===== src/rtl/multichannel_handshake_synchronizer.sv =====
// Per-channel 4-phase req/ack receiver: req synchronized into clk, data captured on req, delivered by valid/ready.
// Define REQ_GLITCH_FILTER_EN to add a FILTER_LEN-cycle stability filter between the synchronized req and the FSM.
module multichannel_handshake_synchronizer #(
  parameter int WIDTH      = 8,
  parameter int CHANNELS   = 4,
  parameter int STAGES     = 3,
  parameter int FILTER_LEN = 4
) (
  input  logic                      clk,
  input  logic                      rst,
  input  logic [CHANNELS-1:0]       async_req,
  input  logic [CHANNELS*WIDTH-1:0] async_data,
  output logic [CHANNELS-1:0]       async_ack,
  output logic [CHANNELS-1:0]       sync_valid,
  output logic [CHANNELS*WIDTH-1:0] sync_data,
  input  logic [CHANNELS-1:0]       sync_ready,
  output logic [CHANNELS-1:0]       proto_err,
  output logic [2*CHANNELS-1:0]     state_dbg   // 2 bits per channel: 0 idle, 1 valid, 2 ack
);

  if (STAGES < 2) begin : g_bad_stages
    $error("STAGES must be at least 2");
  end
  if (FILTER_LEN < 1) begin : g_bad_filter
    $error("FILTER_LEN must be at least 1");
  end

  typedef enum logic [1:0] {
    S_IDLE  = 2'd0,
    S_VALID = 2'd1,
    S_ACK   = 2'd2
  } state_t;

  // Downstream handshake: a word transfers on a posedge where sync_valid and sync_ready are both 1;
  // sync_valid never drops and sync_data never changes while waiting for sync_ready.
  for (genvar c = 0; c < CHANNELS; c++) begin : g_ch
    logic [STAGES-1:0] chain_q;
    logic              req_s;
    logic              req_f;
    state_t            state_q;
    state_t            state_d;
    logic [WIDTH-1:0]  data_q;
    logic              valid_q;
    logic              ack_q;
    logic              err_q;

    always_ff @(posedge clk) begin
      if (rst) begin
        chain_q <= '0;
      end else begin
        chain_q <= {chain_q[STAGES-2:0], async_req[c]};
      end
    end

    assign req_s = chain_q[STAGES-1];

`ifdef REQ_GLITCH_FILTER_EN
    localparam int CW = $clog2(FILTER_LEN + 1);
    logic [CW-1:0] cnt_q;
    logic          filt_q;

    // The filtered req follows req_s only after FILTER_LEN consecutive disagreeing cycles.
    always_ff @(posedge clk) begin
      if (rst) begin
        cnt_q  <= '0;
        filt_q <= 1'b0;
      end else if (req_s != filt_q) begin
        if (cnt_q == CW'(FILTER_LEN - 1)) begin
          filt_q <= req_s;
          cnt_q  <= '0;
        end else begin
          cnt_q <= cnt_q + 1'b1;
        end
      end else begin
        cnt_q <= '0;
      end
    end

    assign req_f = filt_q;
`else
    assign req_f = req_s;
`endif

    always_comb begin
      state_d = state_q;
      case (state_q)
        S_IDLE:  if (req_f)            state_d = S_VALID;
        S_VALID: if (sync_ready[c])    state_d = S_ACK;
        S_ACK:   if (!req_f)           state_d = S_IDLE;
        default:                       state_d = S_IDLE;
      endcase
    end

    // ack and valid are registered so async_ack is glitch-free toward the producer.
    always_ff @(posedge clk) begin
      if (rst) begin
        state_q <= S_IDLE;
        data_q  <= '0;
        valid_q <= 1'b0;
        ack_q   <= 1'b0;
        err_q   <= 1'b0;
      end else begin
        state_q <= state_d;
        valid_q <= (state_d == S_VALID);
        ack_q   <= (state_d == S_ACK);
        if (state_q == S_IDLE && req_f) begin
          data_q <= async_data[c*WIDTH +: WIDTH];
        end
        if (state_q == S_VALID && !req_f) begin
          err_q <= 1'b1;
        end
      end
    end

    assign async_ack[c]               = ack_q;
    assign sync_valid[c]              = valid_q;
    assign sync_data[c*WIDTH +: WIDTH] = data_q;
    assign proto_err[c]               = err_q;
    assign state_dbg[2*c +: 2]        = state_q;
  end

endmodule


===== config.mk =====
export PLATFORM = sky130hd
export DESIGN_NAME = multichannel_handshake_synchronizer
export DESIGN_NICKNAME = d
export VERILOG_FILES = /design/src/rtl/multichannel_handshake_synchronizer.sv
export SDC_FILE = /design/constraint.sdc
export NUM_CORES = 1
export LEC_CHECK = 0
export CAP_MARGIN = 15
export CORE_MARGIN = 4
export CORE_UTILIZATION = 35
export CTS_BUF_LIST = sky130_fd_sc_hd__clkbuf_16
export DETAILED_ROUTE_END_ITERATION = 7
export DONT_BUFFER_PORTS = 1
export PLACE_DENSITY = 0.6
export RECOVER_POWER = 100
export SETUP_SLACK_MARGIN = 0.4
export SLEW_MARGIN = 40
export SYNTH_ARGS = -nofsm -noshare
export SYNTH_HDL_FRONTEND = slang
export SYNTH_SLANG_ARGS = --single-unit
export TNS_END_PERCENT = 50

===== constraint.sdc =====
create_clock -name clk -period 0.98 [get_ports clk]
set_clock_uncertainty 0.05 [all_clocks]
set_input_delay 0.049 -clock clk [delete_from_list [all_inputs] [get_ports clk]]
set_output_delay 0.049 -clock clk [all_outputs]
set_load 0.01 [all_outputs]

# ---- Yosys cells after proc, flatten, opt, wreduce, memory -nomap -nowiden
# Cells that the tools add are included.
dict set report totals {
  regBits 64
  inputBits 42
  output_inout_bits 52
  elab_cells 72
}
dict set report classes {
  n_eq_ne 16
  muxes 16
  n_reduce_logical 16
}
# operator count
set op_table {}
lappend op_table {{$mux 2} 12}
lappend op_table {{$pmux 2 s3} 4}
lappend op_table {{$eq 2x1->1 const B} 8}
lappend op_table {{$eq 2x2->1 const B} 8}
lappend op_table {{$logic_and 1x1->1} 8}
lappend op_table {{$logic_not 2->1} 4}
lappend op_table {{$logic_not 1->1} 4}

# ---- Depth between registers and ports, before layout
# Gate-level depths: netlist of the first run.
dict set report depth {
  word_depth 3
  ltp_mapped 4
}

# ---- Worst setup path before layout of the first run
# No wires, ideal clock.
dict set report synth_timing {
  path_kind {flip-flop to flip-flop}
  startpoint {register g_ch[3].state_q[0]}
  endpoint {register g_ch[3].data_q[0]}
  arrival_ps 930
  setup_slack_ps -71
  path_stages_with_launch 4
  cell_sequence {dfxtp_1 -> nor3b_1 -> buf_4 -> mux2i_1}
}
dict set report synth_between {
  elab_chain_len 2
}
# item line
set synth_lines {}
lappend synth_lines {{start: declaration} 40} ;# state_t state_q;
lappend synth_lines {{start signal: assignment} 103} ;# state_q <= state_d;
lappend synth_lines {{$logic_not 2->1} 106} ;# if (state_q == S_IDLE && req_f) begin
lappend synth_lines {{$logic_and 1x1->1} 106}
lappend synth_lines {{end signal: assignment} 107} ;# data_q <= async_data[c*WIDTH +: WIDTH];
lappend synth_lines {{end: declaration} 42} ;# logic [WIDTH-1:0] data_q;
# Every way passes these cells.
# A chain may end at the register's enable or synchronous reset.

# ---- Worst setup path after layout of the first run
dict set report layout_timing {
  startpoint {register g_ch[1].state_q[1]}
  endpoint {register g_ch[1].err_q}
}
dict set report layout_between {
  elab_chain_len 2
}
# item line
set layout_lines {}
lappend layout_lines {{start: declaration} 40}
lappend layout_lines {{start signal: assignment} 103}
lappend layout_lines {{$eq 2x1->1} 109} ;# if (state_q == S_VALID && !req_f) begin
lappend layout_lines {{$logic_and 1x1->1} 109}
lappend layout_lines {{end signal: assignment} 101} ;# err_q <= 1'b0;
lappend layout_lines {{end signal: assignment} 110} ;# err_q <= 1'b1;
lappend layout_lines {{end: declaration} 45} ;# logic err_q;
# Every way passes these cells.

==> metrics.cfg, run 1 <==
[global_route]
track_usage_pct=12.8
gr-total-overflow=0
antenna_found_initial=0
grt_max_degree=97
grt_pass1_wl_um=8760
grt_pass1_vias=1760

[placement]
dp_hpwl_um=3340
io_buffer_count=0
dp.cells=329
gp_congestion=0.675

[pwr]
power.density_nw_per_um2=1680
total_power_mw=6.20
leakagePower_nw=1.29
ir_worst_vdd_mv=0.760

[finish]
drive_above_1_share_pct=27.8
area_delta_synth_final_pct=43.5
layout.nets=332
fin_cells=391
diodes=0

[route]
route.detailed.drc=0
dr.pass1.iters=3
via_per_inst=4.57
drt-total-wl_um=5520
vias=1785
drt.antenna.violating_nets=0
wire_per_inst_um=14.1
drtIter0Drc=40

[floorplan]
boundaryPins=94
die_h_um=93.6
start_util_pct=37.0
row_count=30
dieWidth_um=93.6
core_area_um2=6940
dieArea_um2=8770

[cts]
cts_buffer_depth=2
cts_buffers=9
cts_tree=built
holdBufCountCts=36
path_clk_slew_ns=0.06
htreeDepth=3
clkSinkCount=64
clk_latency_ns=0.32
root_buffer=clkbuf_16

[worst_setup_path]
crit_fanout=4
ff2ff_path_depth=3
reg2reg_slack_ns=-0.1
cp.buffers_inverters=1
worstReg2RegStart=g_ch[1].state_q[1]$_SDFF_PP0_
critPathLaunch=g_ch[1].state_q[1]$_SDFF_PP0_
crit_type=reg -> reg
worstPathCellList=buf_12 -> or3b_4 -> a21oi_2
end_kind=flip-flop
worstPathRequired_ns=1.19
path_depth=3
crit_path_max_incr_delay_ns=0.37
r2r-end=g_ch[1].err_q$_SDFFE_PP0P_
critPathTopFamily=simple AND/OR/NAND/NOR gates
critPathCapture=g_ch[1].err_q$_SDFFE_PP0P_
worst_setup_path_start_kind=flip-flop
cp.arrival_ns=1.29
cp_slowest_cell=or3b_4

[logic_synthesis]
synth_top_area_cell=dfxtp_1
ys.flop_type=dfxtp_1
ys_seq_area_share_pct=49.9
synth.top_cell.area_share_pct=49.9
synth_seq_cells=64
synthTopCellsByArea=dfxtp_1 50%, nand2b_1 16%, mux2i_1 12%, buf_4 5.0%, a2111oi_1 3.1%
synthTopCellsByCount=64 x dfxtp_1, 64 x nand2b_1, 32 x mux2i_1
synth-edff-count=0
syn_inst=242
synth_warnings=0
synth_area_per_cell_um2=10.6
netlist_area_um2=2570
async_flop_share_pct=0
syn_nets=284
synth_cell_types=15

[run]
maxCapViolations=0

[timing]
finalCritPeriodShare_pct=110
post-route-min-period_ns=1.08
hold_viol=60
tightest_slew_ns=0.243
clock.fmax_mhz=928
rsz0062_at_grt=true
finalSetupViolCount=49
whs_ns=-0.255
layout_setup_ws_ns=-0.0972
slew_headroom_pct=83.8
slew_violations=0

[outcome]
violations=hold timing, setup timing
outcome=finished, violations left

[min_path]
hold_path_class=in -> reg

[cell families after synthesis]
kind of cell,count (synthesis),synth area share (%)
AOI/OAI and AO/OA,20,5.46
buffers and inverters,30,8.14
DFF,64,49.9
muxes,32,12.5
and+or+nand+nor,96,24.0
[worst register-to-register path, stage by stage, from the launching register on]
cell	delay (ns)
dfxtp_4	0.36
buf_12	0.12
or3b_4	0.37
a21oi_2	0.11
[power by group]
group          switching [mW]  leakage [nW]  internal, mW
Combinational           0.129         0.624         0.279
Sequential             0.0684         0.531          2.66
Clock                    1.12         0.136          1.94
Total                    1.32          1.29          4.88
[worst min-delay path by stage]
stage                  startpoint                       endpoint  slack [ns]  cells after the start
floorplan           sync_ready[3]  g_ch[3].state_q[0]$_SDFF_PP0_        0.09                      1
global route                  rst  g_ch[1].state_q[1]$_SDFF_PP0_       -0.28                      1
CTS                           rst       g_ch[1].ack_q$_SDFF_PP0_       -0.27                      1
global placement              rst  g_ch[3].state_q[1]$_SDFF_PP0_        0.08                      1
detailed placement            rst  g_ch[1].state_q[1]$_SDFF_PP0_        0.07                      1
finish                        rst     g_ch[2].err_q$_SDFFE_PP0P_       -0.26                      1
[layout make-up]
cell class                      instances  area (um2)
Clock buffer                            9         225
Clock inverter                          7        62.6
Fill cell                             584        3260
Inverter                                4        15.0
Multi-Input combinational cell        148        1290
Sequential cell                        64        1330
Tap cell                               96         120
Timing Repair Buffer                   63         647
[cell usage in the layout, fill, tap and decap left out, drive strengths merged]
cell type / instances
clkinv: 4
nor2b: 12
dlygate4sd3: 36
mux2i: 32
dfxtp: 64
nand3b: 8
nand2b: 64
nor2: 4
a21oi: 12
buf: 27
clkinvlp: 2
bufinv: 1
inv: 4
clkbuf: 9
a2111oi: 8
or3b: 4
nor3b: 4
[per-layer routing]
metal,GRT usage (%),vias up,share of wire [%]
met5,0,-,0
li1,-,893,-
met3,5.39,10,8.0
met2,19.7,58,49
met1,15.1,824,41
met4,6.50,0,2.0
[flip-flops by register name (all words and copies together), names as in the netlist]
signal and cells:
g_ch.ack_q 4, g_ch.chain_q 12, g_ch.state_q 8, g_ch.data_q 32
g_ch.err_q 4, g_ch.valid_q 4
[what timing repair did]
action / CTS / global route
setup buffers: 1 / 9
cloned: 0 / 0
gates resized for setup: 56 / 19
endpoints found under the hold margin: 64 / 60
setup endpoints to repair: 105 / 106
pin swaps: 17 / 7
[per-stage QoR]
step | utilization, % | TNS (ns) | hold slack (ns) | cell area, um2 | setup slack (ns)
after floorplan | - | -0.0367 | 0.0926 | 2600 | -0.00115
after global placement | 38.2 | -2.19 | 0.0759 | 2650 | -0.137
after detailed placement | 38.2 | -3.14 | 0.0745 | 2650 | -0.177
after CTS | 51.0 | -2.85 | -0.268 | 3540 | -0.107
after global routing | 53.0 | -5.75 | -0.276 | 3680 | -0.178
final | 53.0 | -2.89 | -0.255 | 3680 | -0.0972
Note: power is estimated with default switching activity, not from simulation.
==> inputs of run 2 (changes only) <==
==> constraint.sdc (replaced) <==
create_clock -name clk -period 0.95 [get_ports clk]
set_clock_uncertainty 0.05 [all_clocks]
set_input_delay 0.0475 -clock clk [delete_from_list [all_inputs] [get_ports clk]]
set_output_delay 0.0475 -clock clk [all_outputs]
set_load 0.01 [all_outputs]
==> metrics.cfg, run 2 (same netlist as run 1, synthesis figures left out) <==
[outcome]
outcome=finished, violations left
violations=hold timing, setup timing

[worst_setup_path]
crit_type=reg -> reg
worstPathRequired_ns=1.14  ; -0.05 ns
crit_fanout=8  ; +4
r2r-end=g_ch[0].data_q[3]$_SDFFE_PP0P_
worst_setup_path_start_kind=flip-flop
worstPathCellList=nor3b_4 -> buf_6 -> mux2i_2
ff2ff_path_depth=3  ; unchanged
end_kind=flip-flop
critPathLaunch=g_ch[0].state_q[1]$_SDFF_PP0_
critPathCapture=g_ch[0].data_q[3]$_SDFFE_PP0P_
reg2reg_slack_ns=-0.13  ; -0.04 ns
cp_slowest_cell=dfxtp_2
cp.arrival_ns=1.27  ; -0.02 ns
crit_path_max_incr_delay_ns=0.34  ; -0.03 ns
worstReg2RegStart=g_ch[0].state_q[1]$_SDFF_PP0_

[floorplan]
dieArea_um2=8770  ; unchanged
row_count=30  ; unchanged
core_area_um2=6940  ; unchanged
dieWidth_um=93.6  ; unchanged
die_h_um=93.6  ; unchanged
boundaryPins=94  ; unchanged
start_util_pct=37.0  ; unchanged

[pwr]
combPwrFrac_pct=5.6  ; -1.0 points
p_int_mw=5.25  ; +7.6%
leakagePower_nw=1.23  ; -5.0%
power.density_nw_per_um2=1850  ; +10%
ir_worst_vdd_mv=0.714  ; -6.0%
p_sw_share_pct=19.6  ; -1.7 points
pwr-share-seq_pct=43.3  ; -0.7 points
power_frac_clock_pct=51.1  ; +1.7 points
switching_power_mw=1.28  ; -3.0%

[cts]
cts_buffers=9  ; unchanged
htreeDepth=3  ; unchanged
cts_tree=built
holdBufCountCts=23  ; -36%
clk_latency_ns=0.32  ; about the same
path_clk_slew_ns=0.05  ; about the same
clkSinkCount=64  ; unchanged
cts_buffer_depth=2  ; unchanged
root_buffer=clkbuf_16

[placement]
dp_hpwl_um=3340  ; about the same
io_buffer_count=0  ; unchanged
dpl_worst_slack_ns=-0.210  ; -0.0330 ns
gp_congestion=0.676  ; +0.12%
dp.cells=329  ; unchanged

[global_route]
grt_pass1_vias=1760  ; unchanged
track_usage_pct=12.6  ; -0.22 points
gr-total-overflow=0  ; unchanged
antenna_found_initial=0  ; unchanged
grt_pass1_wl_um=8610  ; -1.7%
grt_max_degree=97  ; unchanged

[route]
dr.pass1.iters=4  ; +1
wire_per_inst_um=14.5  ; +2.4%
route.detailed.drc=0  ; unchanged
drtIter0Drc=60  ; +50%
via_per_inst=4.62  ; +1.2%
vias=1728  ; -3.2%
drt-total-wl_um=5410  ; -2.0%
drt.antenna.violating_nets=0  ; unchanged

[timing]
finalSetupViolCount=46  ; -6.1%
slew_violations=0  ; unchanged
rsz0062_at_grt=true
layout_setup_ws_ns=-0.134  ; -0.0370 ns
whs_ns=-0.239  ; +0.0163 ns
post-route-min-period_ns=1.08  ; +0.00696 ns
clock.fmax_mhz=922  ; -0.64%
hold_viol=60  ; unchanged
tightest_slew_ns=0.381  ; +0.138 ns
finalCritPeriodShare_pct=114  ; +4.2 points
slew_headroom_pct=74.5  ; -9.3 points

[finish]
top_register=g_ch.data_q
layout_commonest_cell=nand2b_1
drive_above_1_share_pct=26.3  ; -1.5 points
top_regs=g_ch.data_q: 32 flops, g_ch.chain_q: 12 flops, g_ch.state_q: 8 flops
fin_cells=374  ; -4.3%
diodes=0  ; unchanged
area_delta_synth_final_pct=37.5
largest_reg_flops=32  ; unchanged
layout.nets=315  ; -5.1%
mostFrequentLayoutCells=64 x nand2b_1, 50 x dfxtp_1, 31 x mux2i_1, 20 x dlygate4sd3_1, 15 x buf_6

[min_path]
hold_path_class=in -> reg

[run]
maxCapViolations=0  ; unchanged

run 2: cell count changes in the layout (fill, tap and decap cells not counted), moves of 2 or more:
cell,delta
buf_6,-4
clkdlybuf4s25_1,+3
clkinvlp_4,-2
dfxtp_1,+4
dfxtp_4,-3
dlygate4sd3_1,-16
inv_1,+3
nor2b_1,-2
nor2b_4,+2
run 2: worst max-delay path: cells and delay by family, from the launching register on:
| kind | cells | cell delay (ns) |
|---|---|---|
| mux | 1 | 0.23 |
| buf+inv | 1 | 0.18 |
| flops | 1 | 0.34 |
| simple gates | 1 | 0.20 |
run 2: final cells by class:
cell class | instances | area [um2]
fillers | 626 | 3420
clock inverters | 7 | 80.1
inverters | 4 | 15.0
clock buffers | 9 | 225
multi-input cells | 148 | 1310
flip-flops and latches | 64 | 1310
well taps | 96 | 120
repair buffers | 46 | 467
run 2: power groups by stage:
stage                     clock network (mW)  logic, mW  registers (mW)
final                                   3.34      0.367            2.82
after global routing                    3.57      0.403            2.83
after CTS                               3.46      0.337            2.83
after detailed placement                   0      0.218            2.89
after global placement                     0      0.214            2.88
after floorplan                            0      0.251            2.87
run 2: timing repair:
| item | 4_1_cts | 5_1_grt |
|---|---|---|
| pin swaps | 15 | 7 |
| endpoints found under the hold margin | 64 | 60 |
| gates resized for setup | 46 | 28 |
| buffers inserted | 2 | 4 |
| endpoints found under the setup margin | 112 | 115 |
run 2: stage by stage:
| step | util, % | total power, mW | hold slack, ns | setup TNS (ns) | instance area, um2 |
|---|---|---|---|---|---|
| floorplan | - | 3.12 | 0.0911 | -1.06 | 2600 |
| global placement | 38.2 | 3.10 | 0.0745 | -3.28 | 2650 |
| detailed placement | 38.2 | 3.10 | 0.0758 | -4.14 | 2650 |
| CTS | 48.9 | 6.63 | -0.265 | -3.61 | 3390 |
| global route | 50.8 | 6.80 | -0.264 | -6.62 | 3530 |
| finish | 50.8 | 6.53 | -0.239 | -3.55 | 3530 |
run 2: metal layers:
layer  up-vias  wire (um)  GRT usage [%]
li1        856          -              -
met1       800       2130           14.5
met2        64       2710           20.0
met3         8        467           4.91
met4         0         97           6.50
met5         -          0              0
run 2: worst min-delay path by stage:
stage / depth (start not counted) / to / from / slack [ns]
floorplan: 1 / g_ch[3].state_q[0]$_SDFF_PP0_ / sync_ready[3] / 0.09
global placement: 1 / g_ch[3].state_q[1]$_SDFF_PP0_ / rst / 0.07
detailed placement: 1 / g_ch[2].state_q[1]$_SDFF_PP0_ / rst / 0.08
CTS: 1 / g_ch[3].ack_q$_SDFF_PP0_ / rst / -0.27
global route: 1 / g_ch[0].state_q[1]$_SDFF_PP0_ / rst / -0.26
finish: 1 / g_ch[2].state_q[0]$_SDFF_PP0_ / sync_ready[2] / -0.24
==> inputs of run 3 (changes only) <==
--- a/config.mk
+++ b/config.mk
@@ -8,7 +8,7 @@
 export CAP_MARGIN = 15
 export CORE_MARGIN = 4
 export CORE_UTILIZATION = 35
-export CTS_BUF_LIST = sky130_fd_sc_hd__clkbuf_16
+export CTS_BUF_LIST = sky130_fd_sc_hd__clkbuf_8
 export DETAILED_ROUTE_END_ITERATION = 7
 export DONT_BUFFER_PORTS = 1
 export PLACE_DENSITY = 0.6
==> metrics.cfg, run 3 (same netlist as run 1, synthesis figures left out) <==
[worst_setup_path]
crit_fanout=4  ; -4
end_kind=output port
worstPathCellList=buf_4 -> buf_4
ff2ff_path_depth=3  ; unchanged
crit_path_max_incr_delay_ns=0.38  ; +0.04 ns
worst_setup_path_start_kind=flip-flop
reg2reg_slack_ns=-0.15  ; about the same
r2r-end=g_ch[0].data_q[3]$_SDFFE_PP0P_
crit_type=reg -> out
worstReg2RegStart=g_ch[0].state_q[1]$_SDFF_PP0_
critPathLaunch=g_ch[2].state_q[1]$_SDFF_PP0_
cp.arrival_ns=1.00  ; -0.27 ns
worstPathRequired_ns=0.85  ; -0.29 ns
cp_slowest_cell=dfxtp_2
cp_common_cell=buf_4

[floorplan]
die_h_um=93.6  ; unchanged
core_area_um2=6940  ; unchanged
start_util_pct=37.0  ; unchanged
row_count=30  ; unchanged
dieWidth_um=93.6  ; unchanged
boundaryPins=94  ; unchanged
dieArea_um2=8770  ; unchanged

[cts]
cts_buffer_depth=2  ; unchanged
path_clk_slew_ns=0.07  ; +0.02 ns
clkSinkCount=64  ; unchanged
htreeDepth=3  ; unchanged
holdBufCountCts=32  ; +39%
clk_latency_ns=0.33  ; about the same
cts_buffers=9  ; unchanged
cts_tree=built
root_buffer=clkbuf_8

[run]
maxCapViolations=0  ; unchanged

[finish]
mostFrequentLayoutCells=64 x nand2b_1, 49 x dfxtp_1, 32 x dlygate4sd3_1, 31 x mux2i_1, 17 x buf_6
fin_cells=383  ; +2.4%
top_register=g_ch.data_q
diodes=0  ; unchanged
layout_commonest_cell=nand2b_1
top_regs=g_ch.data_q: 32 flops, g_ch.chain_q: 12 flops, g_ch.state_q: 8 flops
area_delta_synth_final_pct=37.5  ; unchanged
largest_reg_flops=32  ; unchanged
drive_above_1_share_pct=25.8  ; -0.48 points
layout.nets=324  ; +2.9%

[global_route]
grt_max_degree=97  ; unchanged
grt_pass1_vias=1789  ; +1.6%
grt_pass1_wl_um=8780  ; +1.9%
gr-total-overflow=0  ; unchanged
antenna_found_initial=0  ; unchanged
track_usage_pct=12.9  ; +0.34 points

[placement]
gp_congestion=0.676  ; unchanged
dp.cells=329  ; unchanged
io_buffer_count=0  ; unchanged
dp_hpwl_um=3340  ; unchanged

[route]
via_per_inst=4.60  ; -0.43%
drt.antenna.violating_nets=0  ; unchanged
vias=1762  ; +2.0%
route.detailed.drc=0  ; unchanged
wire_per_inst_um=14.3  ; -1.4%
drtIter0Drc=54  ; -10%
drt-total-wl_um=5460  ; +0.94%
dr.pass1.iters=4  ; unchanged

[timing]
post-route-min-period_ns=1.10  ; +0.0139 ns
clock.fmax_mhz=911  ; -1.3%
tns_ns=-4.02  ; -0.472 ns
finalCritPeriodShare_pct=116  ; +1.5 points
rsz0062_at_grt=true
layout_setup_ws_ns=-0.148  ; -0.0139 ns
hold_viol=60  ; unchanged
slew_headroom_pct=74.5  ; about the same
tightest_slew_ns=0.381  ; +0.0000378 ns
finalSetupViolCount=47  ; +2.2%
slew_violations=0  ; unchanged
whs_ns=-0.255  ; -0.0157 ns

[pwr]
power.density_nw_per_um2=1620  ; -12%
leakagePower_nw=1.23  ; +0.30%
ir_worst_vdd_mv=0.709  ; -0.70%

[min_path]
hold_path_depth=1  ; unchanged
whs_endpoint=g_ch[0].state_q[0]$_SDFF_PP0_
hold_path_class=in -> reg
holdCritStartpoint=sync_ready[0]

[outcome]
outcome=finished, violations left
violations=hold timing, setup timing

run 3: per-layer routing:
layer  vias up  share of wire [%]  GRT usage [%]
li1        872                  -              -
met1       820                 41           14.8
met2        59                 49           20.3
met3        11                8.8           5.47
met4         0                2.0           6.86
met5         -                  0              0
run 3: report_power, final:
| part | total [mW] | switching [mW] | internal, mW |
|---|---|---|---|
| logic | 0.395 | 0.125 | 0.270 |
| registers | 2.82 | 0.0716 | 2.74 |
| clock network | 2.51 | 0.993 | 1.52 |
| total | 5.72 | 1.19 | 4.53 |
run 3: cell type report:
class                      count  area (um2)
timing repair buffer          55         557
tap                           96         120
inverter                       4        15.0
clock buffer                  10         138
fill                         630        3420
multi-input combinational    148        1310
clock inverter                 6        76.3
sequential                    64        1320
run 3: how the worst max path moves through the flow:
stage / end / cells after the start
after global routing: g_ch[0].data_q[3]$_SDFFE_PP0P_ / 3
after floorplan: g_ch[3].data_q[0]$_SDFFE_PP0P_ / 3
after detailed placement: g_ch[2].data_q[0]$_SDFFE_PP0P_ / 3
final: state_dbg[5] / 2
after global placement: g_ch[2].data_q[6]$_SDFFE_PP0P_ / 3
after CTS: g_ch[2].data_q[3]$_SDFFE_PP0P_ / 3
run 3: repair_timing:
action / in CTS / in global routing
gates cloned: 0 / 0
gates resized for setup: 47 / 25
endpoints found under the hold margin: 64 / 60
setup endpoints to repair: 112 / 112
setup buffers: 2 / 4
pin swaps: 14 / 7
run 3: through the flow:
step                instance area (um2)  hold WS (ns)  power [mW]  util (%)  setup WS [ns]
floorplan                          2600        0.0911        3.12         -        -0.0312
global placement                   2650        0.0745        3.10      38.2         -0.167
detailed placement                 2650        0.0758        3.10      38.2         -0.210
CTS                                3400        -0.287        5.80      48.9         -0.145
global route                       3530        -0.283        6.00      50.8         -0.212
finish                             3530        -0.255        5.72      50.8         -0.148
run 3: critical path, delay by kind of cell, from the launching register on:
| family | cells | cell delay (ns) |
|---|---|---|
| DFF | 1 | 0.38 |
| buffers and inverters | 2 | 0.30 |
